<file path="config.mk">
export PLATFORM = sky130hd
export DESIGN_NAME = dma_r_burst_ctrl_flat
export DESIGN_NICKNAME = d
export VERILOG_FILES = /design/src/rtl/dma_r_burst_ctrl_if.sv /design/src/rtl/dma_r_burst_ctrl.sv /design/src/flat_wrapper.sv
export SDC_FILE = /design/constraint.sdc
export NUM_CORES = 1
export LEC_CHECK = 0
export ABC_AREA = 1
export BUFFER_PORTS_ARGS = -buffer_cell sky130_fd_sc_hd__buf_2
export CAP_MARGIN = 25
export CORE_UTILIZATION = 50
export DETAILED_ROUTE_END_ITERATION = 10
export PLACE_DENSITY_LB_ADDON = 0.25
export SLEW_MARGIN = 20
export SYNTH_ARGS = -nofsm -noshare
export SYNTH_HDL_FRONTEND = slang
export SYNTH_SLANG_ARGS = --single-unit
</file>
<file path="constraint.sdc">
create_clock -name clk -period 5.85 [get_ports clk]
set_input_delay 0.2925 -clock clk [delete_from_list [all_inputs] [get_ports clk]]
set_output_delay 0.2925 -clock clk [all_outputs]
set_load 0.02 [all_outputs]
</file>
<file path="src/rtl/dma_r_burst_ctrl_if.sv">
// Purpose : burst request / beat return bus between the burst splitter and the AXI read engine.
// Latency : wires only; no storage.
// Backpressure : none on beats; bursts are only requested when the engine reports dma_ready.
// Ports   : eng_valid/eng_addr/eng_len (burst request), eng_ready/eng_rdata (beat strobe + data),
//           eng_dma_ready (engine idle in address phase), eng_error (rlast mismatch, per burst).
interface dma_r_burst_ctrl_if #(
  parameter int ADDR_W = 32,
  parameter int LEN_W  = 8,
  parameter int DATA_W = 32
);
  logic              eng_valid;
  logic [ADDR_W-1:0] eng_addr;
  logic [LEN_W-1:0]  eng_len;
  logic              eng_ready;
  logic [DATA_W-1:0] eng_rdata;
  logic              eng_dma_ready;
  logic              eng_error;

  // Burst splitter side.
  modport master (
    output eng_valid, eng_addr, eng_len,
    input  eng_ready, eng_rdata, eng_dma_ready, eng_error
  );

  // Read engine side.
  modport slave (
    input  eng_valid, eng_addr, eng_len,
    output eng_ready, eng_rdata, eng_dma_ready, eng_error
  );
endinterface

</file>
<file path="src/rtl/dma_r_burst_ctrl.sv">
// Purpose : splits one read command into AXI4 INCR bursts (<= MAX_BEATS, never crossing 4 KB),
//           forwards returned beats with a transfer-level last flag, reports done / sticky error.
// Latency : start -> first eng_valid 2 cycles; last beat of burst -> next eng_valid 3 cycles;
//           last beat of transfer -> done next cycle. Beats pass through combinationally.
// Backpressure : none downstream; a burst is only requested when out_free covers all its beats.
// Ports   : clk/rst, command (start, start_addr, word_cnt), status (busy, done, error),
//           out_free credit, engine bus (interface), output beat stream (m_valid, m_data, m_last).
module dma_r_burst_ctrl #(
  parameter int DMA_DATA_W = 32,
  parameter int ADDR_W     = 32,
  parameter int LEN_W      = 8,
  parameter int CNT_W      = 24,
  parameter int MAX_BEATS  = 16
) (
  input  logic                  clk,
  input  logic                  rst,
  input  logic                  start,
  input  logic [ADDR_W-1:0]     start_addr,
  input  logic [CNT_W-1:0]      word_cnt,
  output logic                  busy,
  output logic                  done,
  output logic                  error,
  input  logic [LEN_W:0]        out_free,
  dma_r_burst_ctrl_if.master    bus,
  output logic                  m_valid,
  output logic [DMA_DATA_W-1:0] m_data,
  output logic                  m_last
);

  localparam int BPB = DMA_DATA_W / 8;
  localparam int OFS = $clog2(BPB);
  // Common width for the three-way minimum (remaining vs. 13-bit 4 KB distance).
  localparam int MW  = (CNT_W > 13) ? CNT_W : 13;
  localparam logic [LEN_W:0]    BEAT_ONE   = 1;
  localparam logic [ADDR_W-1:0] ALIGN_MASK = ~ADDR_W'(BPB - 1);

  typedef enum logic [2:0] {IDLE, CALC, ISSUE, DATA, CHECK} state_t;

  state_t            state_q, state_d;
  logic [ADDR_W-1:0] cur_addr_q;
  logic [CNT_W-1:0]  remaining_q;
  logic [LEN_W:0]    burst_beats_q;
  logic [LEN_W:0]    beat_cnt_q;
  logic              error_q;
  logic              zero_done_q;
  logic              eng_valid_q;
  logic [ADDR_W-1:0] eng_addr_q;
  logic [LEN_W-1:0]  eng_len_q;

  logic [12:0]       b4k;
  logic [MW-1:0]     lim;
  logic [LEN_W:0]    calc_beats;
  logic              credit_ok_calc;
  logic              credit_ok;
  logic              beat;
  logic              last_of_burst;
  logic              done_chk;

  // Beats left before the next 4 KB boundary.
  assign b4k = (13'd4096 - {1'b0, cur_addr_q[11:0]}) >> OFS;

  always_comb begin
    lim = MW'(MAX_BEATS);
    if (MW'(remaining_q) < lim) lim = MW'(remaining_q);
    if (MW'(b4k) < lim)         lim = MW'(b4k);
    calc_beats = (LEN_W + 1)'(lim);
  end

  // Credit is checked in CALC against the freshly computed size so eng_valid can rise on
  // the first ISSUE cycle; in ISSUE it is rechecked against the registered size.
  assign credit_ok_calc = (out_free >= calc_beats) && bus.eng_dma_ready;
  assign credit_ok      = (out_free >= burst_beats_q) && bus.eng_dma_ready;

  // The first beat lands while still in ISSUE (it doubles as the request accept).
  assign beat          = bus.eng_ready &&
                         ((state_q == DATA) || ((state_q == ISSUE) && eng_valid_q));
  assign last_of_burst = beat && ((beat_cnt_q + BEAT_ONE) == burst_beats_q);

  always_ff @(posedge clk) begin
    if (rst) state_q <= IDLE;
    else     state_q <= state_d;
  end

  always_comb begin
    state_d  = state_q;
    done_chk = 1'b0;
    case (state_q)
      IDLE:  if (start && (word_cnt != '0)) state_d = CALC;
      CALC:  state_d = ISSUE;
      ISSUE: if (beat) state_d = last_of_burst ? CHECK : DATA;
      DATA:  if (last_of_burst) state_d = CHECK;
      CHECK: begin
        if (bus.eng_error || (remaining_q == '0)) begin
          state_d  = IDLE;
          done_chk = 1'b1;
        end else begin
          state_d = CALC;
        end
      end
      default: state_d = IDLE;
    endcase
  end

  always_ff @(posedge clk) begin
    if (rst) begin
      cur_addr_q    <= '0;
      remaining_q   <= '0;
      burst_beats_q <= '0;
      beat_cnt_q    <= '0;
      error_q       <= 1'b0;
      zero_done_q   <= 1'b0;
      eng_valid_q   <= 1'b0;
      eng_addr_q    <= '0;
      eng_len_q     <= '0;
    end else begin
      zero_done_q <= 1'b0;
      case (state_q)
        IDLE: begin
          if (start) begin
            error_q <= 1'b0;
            if (word_cnt == '0) begin
              zero_done_q <= 1'b1;
            end else begin
              cur_addr_q  <= start_addr & ALIGN_MASK;
              remaining_q <= word_cnt;
            end
          end
        end
        CALC: begin
          burst_beats_q <= calc_beats;
          beat_cnt_q    <= '0;
          if (credit_ok_calc) begin
            eng_valid_q <= 1'b1;
            eng_addr_q  <= cur_addr_q;
            eng_len_q   <= LEN_W'(calc_beats - BEAT_ONE);
          end
        end
        ISSUE: begin
          if (eng_valid_q) begin
            if (bus.eng_ready) eng_valid_q <= 1'b0;
          end else if (credit_ok) begin
            eng_valid_q <= 1'b1;
            eng_addr_q  <= cur_addr_q;
            eng_len_q   <= LEN_W'(burst_beats_q - BEAT_ONE);
          end
        end
        CHECK: if (bus.eng_error) error_q <= 1'b1;
        default: ;
      endcase
      if (beat) begin
        beat_cnt_q  <= beat_cnt_q + BEAT_ONE;
        remaining_q <= remaining_q - CNT_W'(1);
        if (last_of_burst) cur_addr_q <= cur_addr_q + (ADDR_W'(burst_beats_q) << OFS);
      end
    end
  end

  assign bus.eng_valid = eng_valid_q;
  assign bus.eng_addr  = eng_addr_q;
  assign bus.eng_len   = eng_len_q;

  assign busy    = (state_q != IDLE);
  assign done    = zero_done_q | done_chk;
  assign error   = error_q;
  assign m_valid = beat;
  assign m_data  = bus.eng_rdata;
  assign m_last  = beat && (remaining_q == CNT_W'(1));

endmodule

</file>
<file path="src/flat_wrapper.sv">
// flat-port wrapper written by rule: the top's interface ports become plain ports
module dma_r_burst_ctrl_flat 
#(
  parameter int DMA_DATA_W = 32,
  parameter int ADDR_W     = 32,
  parameter int LEN_W      = 8,
  parameter int CNT_W      = 24,
  parameter int MAX_BEATS  = 16
)
  (clk, rst, start, start_addr, word_cnt, busy, done, error, out_free, m_valid, m_data, m_last, bus_eng_valid, bus_eng_addr, bus_eng_len, bus_eng_ready, bus_eng_rdata, bus_eng_dma_ready, bus_eng_error);
  dma_r_burst_ctrl_if #(.ADDR_W(ADDR_W), .LEN_W(LEN_W), .DATA_W(32)) bus_i ();
  input  logic clk;
  input  logic rst;
  input  logic start;
  input  logic [ADDR_W-1:0] start_addr;
  input  logic [CNT_W-1:0] word_cnt;
  output logic busy;
  output logic done;
  output logic error;
  input  logic [LEN_W:0] out_free;
  output logic m_valid;
  output logic [DMA_DATA_W-1:0] m_data;
  output logic m_last;
  output wire logic [$bits(bus_i.eng_valid)-1:0] bus_eng_valid;
  output wire logic [$bits(bus_i.eng_addr)-1:0] bus_eng_addr;
  output wire logic [$bits(bus_i.eng_len)-1:0] bus_eng_len;
  input wire logic [$bits(bus_i.eng_ready)-1:0] bus_eng_ready;
  input wire logic [$bits(bus_i.eng_rdata)-1:0] bus_eng_rdata;
  input wire logic [$bits(bus_i.eng_dma_ready)-1:0] bus_eng_dma_ready;
  input wire logic [$bits(bus_i.eng_error)-1:0] bus_eng_error;
  assign bus_eng_valid = bus_i.eng_valid;
  assign bus_eng_addr = bus_i.eng_addr;
  assign bus_eng_len = bus_i.eng_len;
  assign bus_i.eng_ready = bus_eng_ready;
  assign bus_i.eng_rdata = bus_eng_rdata;
  assign bus_i.eng_dma_ready = bus_eng_dma_ready;
  assign bus_i.eng_error = bus_eng_error;
  dma_r_burst_ctrl #(.DMA_DATA_W(DMA_DATA_W), .ADDR_W(ADDR_W), .LEN_W(LEN_W), .CNT_W(CNT_W), .MAX_BEATS(MAX_BEATS)) u_core (.clk(clk), .rst(rst), .start(start), .start_addr(start_addr), .word_cnt(word_cnt), .busy(busy), .done(done), .error(error), .out_free(out_free), .bus(bus_i), .m_valid(m_valid), .m_data(m_data), .m_last(m_last));
endmodule
</file>
# After elaboration in Yosys (flattened, before gate mapping)
# Cells that the tools add are included.
# word_totals
ram_bits	0
ff_bits	120
out_inout_bits	78
mem_bits_ro	0
in_bits	103
latchBits	0
n_memories	0
# classes
n_eq_ne	15
div_mod_pow	0
muxes	38
mul	0
n_lt_le_gt_ge	4
add_sub_neg	6
shifts	0
bitwise_logic	3
n_reduce_logical	25
# op_table
cell	n
$mux 32	8
$mux 24	5
$pmux 32 s2	1
$logic_not 24->1	2
$add 32x11->32	1
$mux 9	3
$eq 24x1->1 const B	1
$lt 11x24->1	1
$lt 24x5->1 const B	1
$mux 8	3
$reduce_bool 24->1	1
$sub 24x1->24 const B	1
$ge 9x9->1	2
$pmux 8 s2	1
$sub 8x1->8 const B	2
$pmux 3 s5	1
$sub 13x12->13 const A	1
$mux 3	4
$ne 2x1->1 const B	6
$mux 1	10
$reduce_bool 2->1	5
$add 9x1->9 const B	1
$eq 9x9->1	1
$reduce_and 3->1	3
14 further kinds	26

# Depth between registers and ports, before layout
# depth
word_depth	8
ltp_mapped	41

# Worst setup path after synthesis
# OpenSTA, ideal clock, no wires.
# synth_path
path_type	reg2reg
start	register u_core.cur_addr_q[1]
end	register u_core.eng_addr_q[10], in the netlist u_core.bus.eng_addr[10]
setup_ns	0.115
t_required_ns	5.735
arrival_ns	4.053
stages_incl_launch_ff	36
path_slack_ns	1.682
n_path_buf	1
period_less_slack_ns	4.168
cell_sequence	dfxtp_1 nor2_1 nand2_1 nor2_1 inv_1 nor2_1 inv_1 nor2_1 inv_1 nor2_1 inv_1 nor2_1 nand2_1 nor2_1 nand2_1 xor2_1 inv_1 ha_1 nand2_1 inv_1 a221oi_2 nand2_4 inv_1 nand2_1 ha_1 a21oi_1 nor2_1 a211oi_1 nand2_1 inv_2 nand2_2 nand2_4 nand2_8 buf_4 a21oi_1 nor2_1
# synth_via
elab_chain_cells	7
# synth_lines
item	line	text
from (decl)	dma_r_burst_ctrl.sv:40	logic [ADDR_W-1:0] cur_addr_q;
from (signal assigned)	dma_r_burst_ctrl.sv:124	cur_addr_q <= start_addr & ALIGN_MASK;
from (signal assigned)	dma_r_burst_ctrl.sv:153	if (last_of_burst) cur_addr_q <= cur_addr_q + (ADDR_W'(burst_beats_q) << OFS);
$sub 13x12->13 (*)	dma_r_burst_ctrl.sv:60	assign b4k = (13'd4096 - {1'b0, cur_addr_q[11:0]}) >> OFS;
$lt 11x24->1	dma_r_burst_ctrl.sv:65	if (MW'(b4k) < lim) lim = MW'(b4k);
$mux 9 (*)	dma_r_burst_ctrl.sv:65	
$ge 9x9->1 (*)	dma_r_burst_ctrl.sv:71	assign credit_ok_calc = (out_free >= calc_beats) && bus.eng_dma_ready;
$logic_and 1x1->1 (*)	dma_r_burst_ctrl.sv:71	
$ne 2x1->1 (no source line) (*)	n/a	
$reduce_and 4->1 (no source line) (*)	n/a	
to (signal assigned)	dma_r_burst_ctrl.sv:134	eng_addr_q <= cur_addr_q;
to (signal assigned)	dma_r_burst_ctrl.sv:143	eng_addr_q <= cur_addr_q;
to (decl)	dma_r_burst_ctrl.sv:47	logic [ADDR_W-1:0] eng_addr_q;
# Every way passes the cells marked *; elsewhere a longest branch is shown, timed or not.
# A chain may end at the register's enable or synchronous reset.

# Worst setup path in the final report
# layout_path
start	register u_core.cur_addr_q[2]
end	register u_core.eng_addr_q[2], in the netlist u_core.bus.eng_addr[2]
# layout_via
elab_chain_cells	7
# layout_lines
item	line
$sub 13x12->13	dma_r_burst_ctrl.sv:60
$lt 11x24->1	dma_r_burst_ctrl.sv:65
$mux 9	dma_r_burst_ctrl.sv:65
$ge 9x9->1	dma_r_burst_ctrl.sv:71
$logic_and 1x1->1	dma_r_burst_ctrl.sv:71
$ne 2x1->1 (no source line)	n/a
$reduce_and 4->1 (no source line)	n/a
# Parallel ways exist; a longest one is shown, timed or not. The select of a mux whose other input is x is not followed.

==> metrics.md <==
| Metric | Value |
|---|---|
| Synth Instances | `1242` |
| Post-layout worst setup margin | `0.839 ns` |
| Synth cell count leaders | `296 x sky130_fd_sc_hd__nand2_1, 145 x sky130_fd_sc_hd__inv_1, 121 x sky130_fd_sc_hd__nor2_1` |
| Number of buffers added for setup after CTS | `0` |
| Floorplan die height | `129 um` |
| Number of synthesized flops with an enable pin | `0` |
| Post-synth ARST share | `0%` |
| Net switching power | `between 2000 and 2500 uW` |
| GRT Resource Usage Total | `about a quarter` |
| Sw Ratio | `~46%` |
| Slowest cell on the critical path | `sky130_fd_sc_hd__a221oi_4` |
| Count of final hold-check violations | `0` |
| Syn. warnings | `0` |
| Fin crit share | `between 80 and 90%` |
| Internal Dissipation | `2550 uW` |
| Critical path startpoint category | `flip-flop` |
| Iter 0 DRT Violations | `485` |
| Met3 capacity usage during global routing | `under 10%` |
| R2r setup slk | `around 0.84 ns` |
| Most heavily used metal layer in global routing | `met2` |
| Met1 track utilization from global routing | `roughly a third` |
| Final instance area | `between 9000 and 10000 um^2` |
| Residual antenna-violating net count after detailed routing | `0` |
| Cell leakage power | `around 0.0043 uW` |
| Total Die Area | `16600 um^2` |
| Top area cells in the synthesized netlist | `sky130_fd_sc_hd__dfxtp_1 30%, sky130_fd_sc_hd__nand2_1 14%, sky130_fd_sc_hd__inv_1 6.8%` |
| Number of cells on the worst reg-to-reg path | `34` |
| Core Footprint | `roughly 16000 um^2` |
| Site row count | `46` |
| Shortest clock period the worst path allows after layout | `between 5 and 6 ns` |
| Most common cell in the netlist | `sky130_fd_sc_hd__nand2_1` |
| Share of the synthesized area in the top cell type | `29.8%` |
| Launching element of the worst setup path | `u_core.cur_addr_q[2]` |
| Required time at the endpoint of the critical path | `6.16 ns` |
| Sort of element at the end of the critical path | `flip-flop` |
| Number of vias in the routed layout | `8196` |
| Status | `finished clean` |
| Unrepaired setup endpoints after global routing | `no` |
| Initial antenna violation count | `0` |
| Post-DP HPWL | `roughly 15000 um` |
| Clock share of power | `21.8%` |
| Highest net fanout along the worst path | `between 80 and 90` |
| Pin slew with the least headroom to its limit | `roughly 0.84 ns` |
| Total clock buffers created by CTS | `17` |
| Worst setup path category | `flip-flop to flip-flop` |
| Global route total overflow | `0` |
| Data arrival at the endpoint of the critical path | `5.32 ns` |
| Met2 global-route usage | `a little over two fifths` |
| Final weighted congestion in routability-driven placement | `0.879` |
| Cell at the root of the clock tree | `sky130_fd_sc_hd__clkbuf_16` |
| Final setup violating endpoints | `0` |
| Achievable frequency | `approximately 200 MHz` |
| Max transition margin | `44.0%` |
| Fin Clk Skew | `roughly 0.010 ns` |
| Count of fill cells added during filler insertion | `1581` |
| Final Routed Wirelength | `21300 um` |
| Yosys top cell by area | `sky130_fd_sc_hd__dfxtp_1` |
| Count of input and output buffers | `between 100 and 150` |
| H-tree levels | `4` |
| Post-DR vias/cell | `between 5 and 6` |
| Number of flip-flops and latches in the synthesized netlist | `120` |
| Number of nets at the end of the flow | `1453` |
| Worst-Skew Late Latency | `approximately 0.42 ns` |
| Cell mode on critical path | `sky130_fd_sc_hd__nor2_1` |
| Layout overhead on the synthesized area | `13.2%` |
| Clock-pin transition on the worst setup and hold timing paths | `~0.060 ns` |
| Worst hold slack | `~0.15 ns` |
| Max-cap violation count | `0` |
| Number of placed instances, taps included | `between 1500 and 2000` |
| Total cell area at the placement stage | `roughly 8500 um^2` |
| Maximum number of pins on one net before global-route repair | `82` |
| Worst flop-to-flop path endpoint | `u_core.bus.eng_addr[2]` |
| CTS hold repair buffers | `0` |
| Horizontal extent of the die | `between 100 and 150 um` |
| Clock Sink Count | `between 100 and 150` |
| Reg-to-reg critical path startpoint | `u_core.cur_addr_q[2]` |
| Total power per unit cell area | `between 500 and 600 nW/um^2` |
| First-pass GRT wire length | `between 30000 and 40000 um` |
| Combined area of all synthesized cells | `8050 um^2` |
| Number of global-route vias before repair | `between 7000 and 8000` |
| Number of design rule violations left after detail routing | `0` |
| Setup TNS after final layout | `0 ns` |
| Path type of the worst min-delay path | `input pin to flip-flop` |
| CP peak stage delay | `between 0.4 and 0.5 ns` |
| Comb power frac | `between 50% and 60%` |
| Avg Inst Size Synth | `6.48 um^2` |
| Largest vdd supply drop | `280 uV` |
| Starting Density | `between 50% and 60%` |
| Share of total power in sequential cells | `between 20% and 30%` |
| Average detailed-routed wire length per instance | `13.8 um` |
| # diodes | `0` |
| Post-route insts no fill | `about 1500` |
| Longest Clk Path Bufs | `2` |
| DR pass1 iterations | `5` |
| Termination of the worst setup path | `u_core.bus.eng_addr[2]` |
| Layout cells sized above 1 | `13.8%` |
| Number of top-level pins | `roughly 180` |
| Count of unique library cells instantiated by Yosys | `between 40 and 50` |
| Most used DFF post-synth | `sky130_fd_sc_hd__dfxtp_1` |
| TritonCTS clock tree | `built` |
| Pins Over Slew Limit | `0` |
| Worst Setup Slack post-DPL | `0.762 ns` |
| Register area share after synthesis | `between 20% and 30%` |
==> how the worst min path moves through the flow <==
stage	depth (start not counted)	slack (ns)	endpoint	startpoint
6_report	3	0.15	u_core.remaining_q[10]	word_cnt[10]
5_1_grt	3	0.17	u_core.error	bus_eng_error
4_1_cts	3	0.14	u_core.remaining_q[10]	word_cnt[10]
3_5_place_dp	2	0.46	u_core.beat_cnt_q[7]	u_core.beat_cnt_q[7]
3_3_place_gp	2	0.45	u_core.beat_cnt_q[7]	u_core.beat_cnt_q[7]
2_1_floorplan	2	0.44	u_core.error	bus_eng_error
==> layout by cell type (no fill, tap or decap), types with 17 or more instances in the layout <==
cell / instances
sky130_fd_sc_hd__inv_1: 145
sky130_fd_sc_hd__o21ai_0: 91
sky130_fd_sc_hd__a21oi_1: 105
sky130_fd_sc_hd__xor2_1: 23
sky130_fd_sc_hd__nor2_1: 120
sky130_fd_sc_hd__a31oi_1: 20
sky130_fd_sc_hd__nand2_1: 295
sky130_fd_sc_hd__buf_2: 114
sky130_fd_sc_hd__ha_1: 40
sky130_fd_sc_hd__nand3_1: 75
sky130_fd_sc_hd__clkbuf_16: 17
sky130_fd_sc_hd__dfxtp_1: 120
==> cells by family after synthesis <==
family	count (synthesis)	share of synthesized area, %
buffers and inverters	235	13.0
adders and majority gates	41	6.47
other	1	0.0466
AOI/OAI and AO/OA	259	17.8
xor gates and xnor gates	30	3.26
and+or+nand+nor	556	29.5
DFF	120	29.8
==> final cells by class <==
type | instances | area, um^2 | area share, %
tap | 216 | 270 | 2.97
inverter | 154 | 578 | 6.34
timing repair buffer | 124 | 646 | 7.09
multi-input combinational | 892 | 4640 | 50.9
clock buffer | 18 | 429 | 4.71
sequential | 120 | 2400 | 26.4
clock inverter | 14 | 150 | 1.65
==> worst max-delay path: cells and delay by family, from the launching register on <==
| kind | cells | cell delay [ns] |
|---|---|---|
| and+or+nand+nor | 22 | 2.62 |
| AOI/OAI and AO/OA | 2 | 0.65 |
| buffers and inverters | 8 | 0.61 |
| adders and majority gates | 2 | 0.61 |
| DFF | 1 | 0.34 |
==> flip-flops by register name, indices dropped and copies added, names as in the netlist <==
name and flops:
u_core.bus.eng_valid 1, u_core.zero_done_q 1, u_core.state_q 3, u_core.bus.eng_addr 32, u_core.burst_beats_q 9, u_core.cur_addr_q 32, u_core.error 1, u_core.beat_cnt_q 9
u_core.remaining_q 24, u_core.bus.eng_len 8
==> power by group through the flow <==
stage | Combinational, uW | Clock, uW | Sequential (uW)
floorplan | 1730 | 0 | 1430
global placement | 2350 | 0 | 1300
detailed placement | 2390 | 0 | 1310
CTS | 2400 | 1050 | 1290
global route | 2760 | 1080 | 1330
finish | 2420 | 1040 | 1300
==> stage by stage <==
step                      total power (uW)  util [%]
after floorplan                       3170         -
after global placement                3650      53.8
after detailed placement              3690      53.8
after CTS                             4750      57.5
after global routing                  5180      57.6
final                                 4760      57.6
==> routing by layer <==
metal	up-vias	wire, um
li1	4181	-
met1	3699	10100
met2	275	9360
met3	41	1400
met4	0	474
met5	-	0
==> repair_timing <==
item / CTS / global route
setup endpoints to repair: 0 / 25
endpoints found under the hold margin: 0 / 0
resized for setup: 0 / 1
No activity file was read; power rests on OpenSTA's default activity.
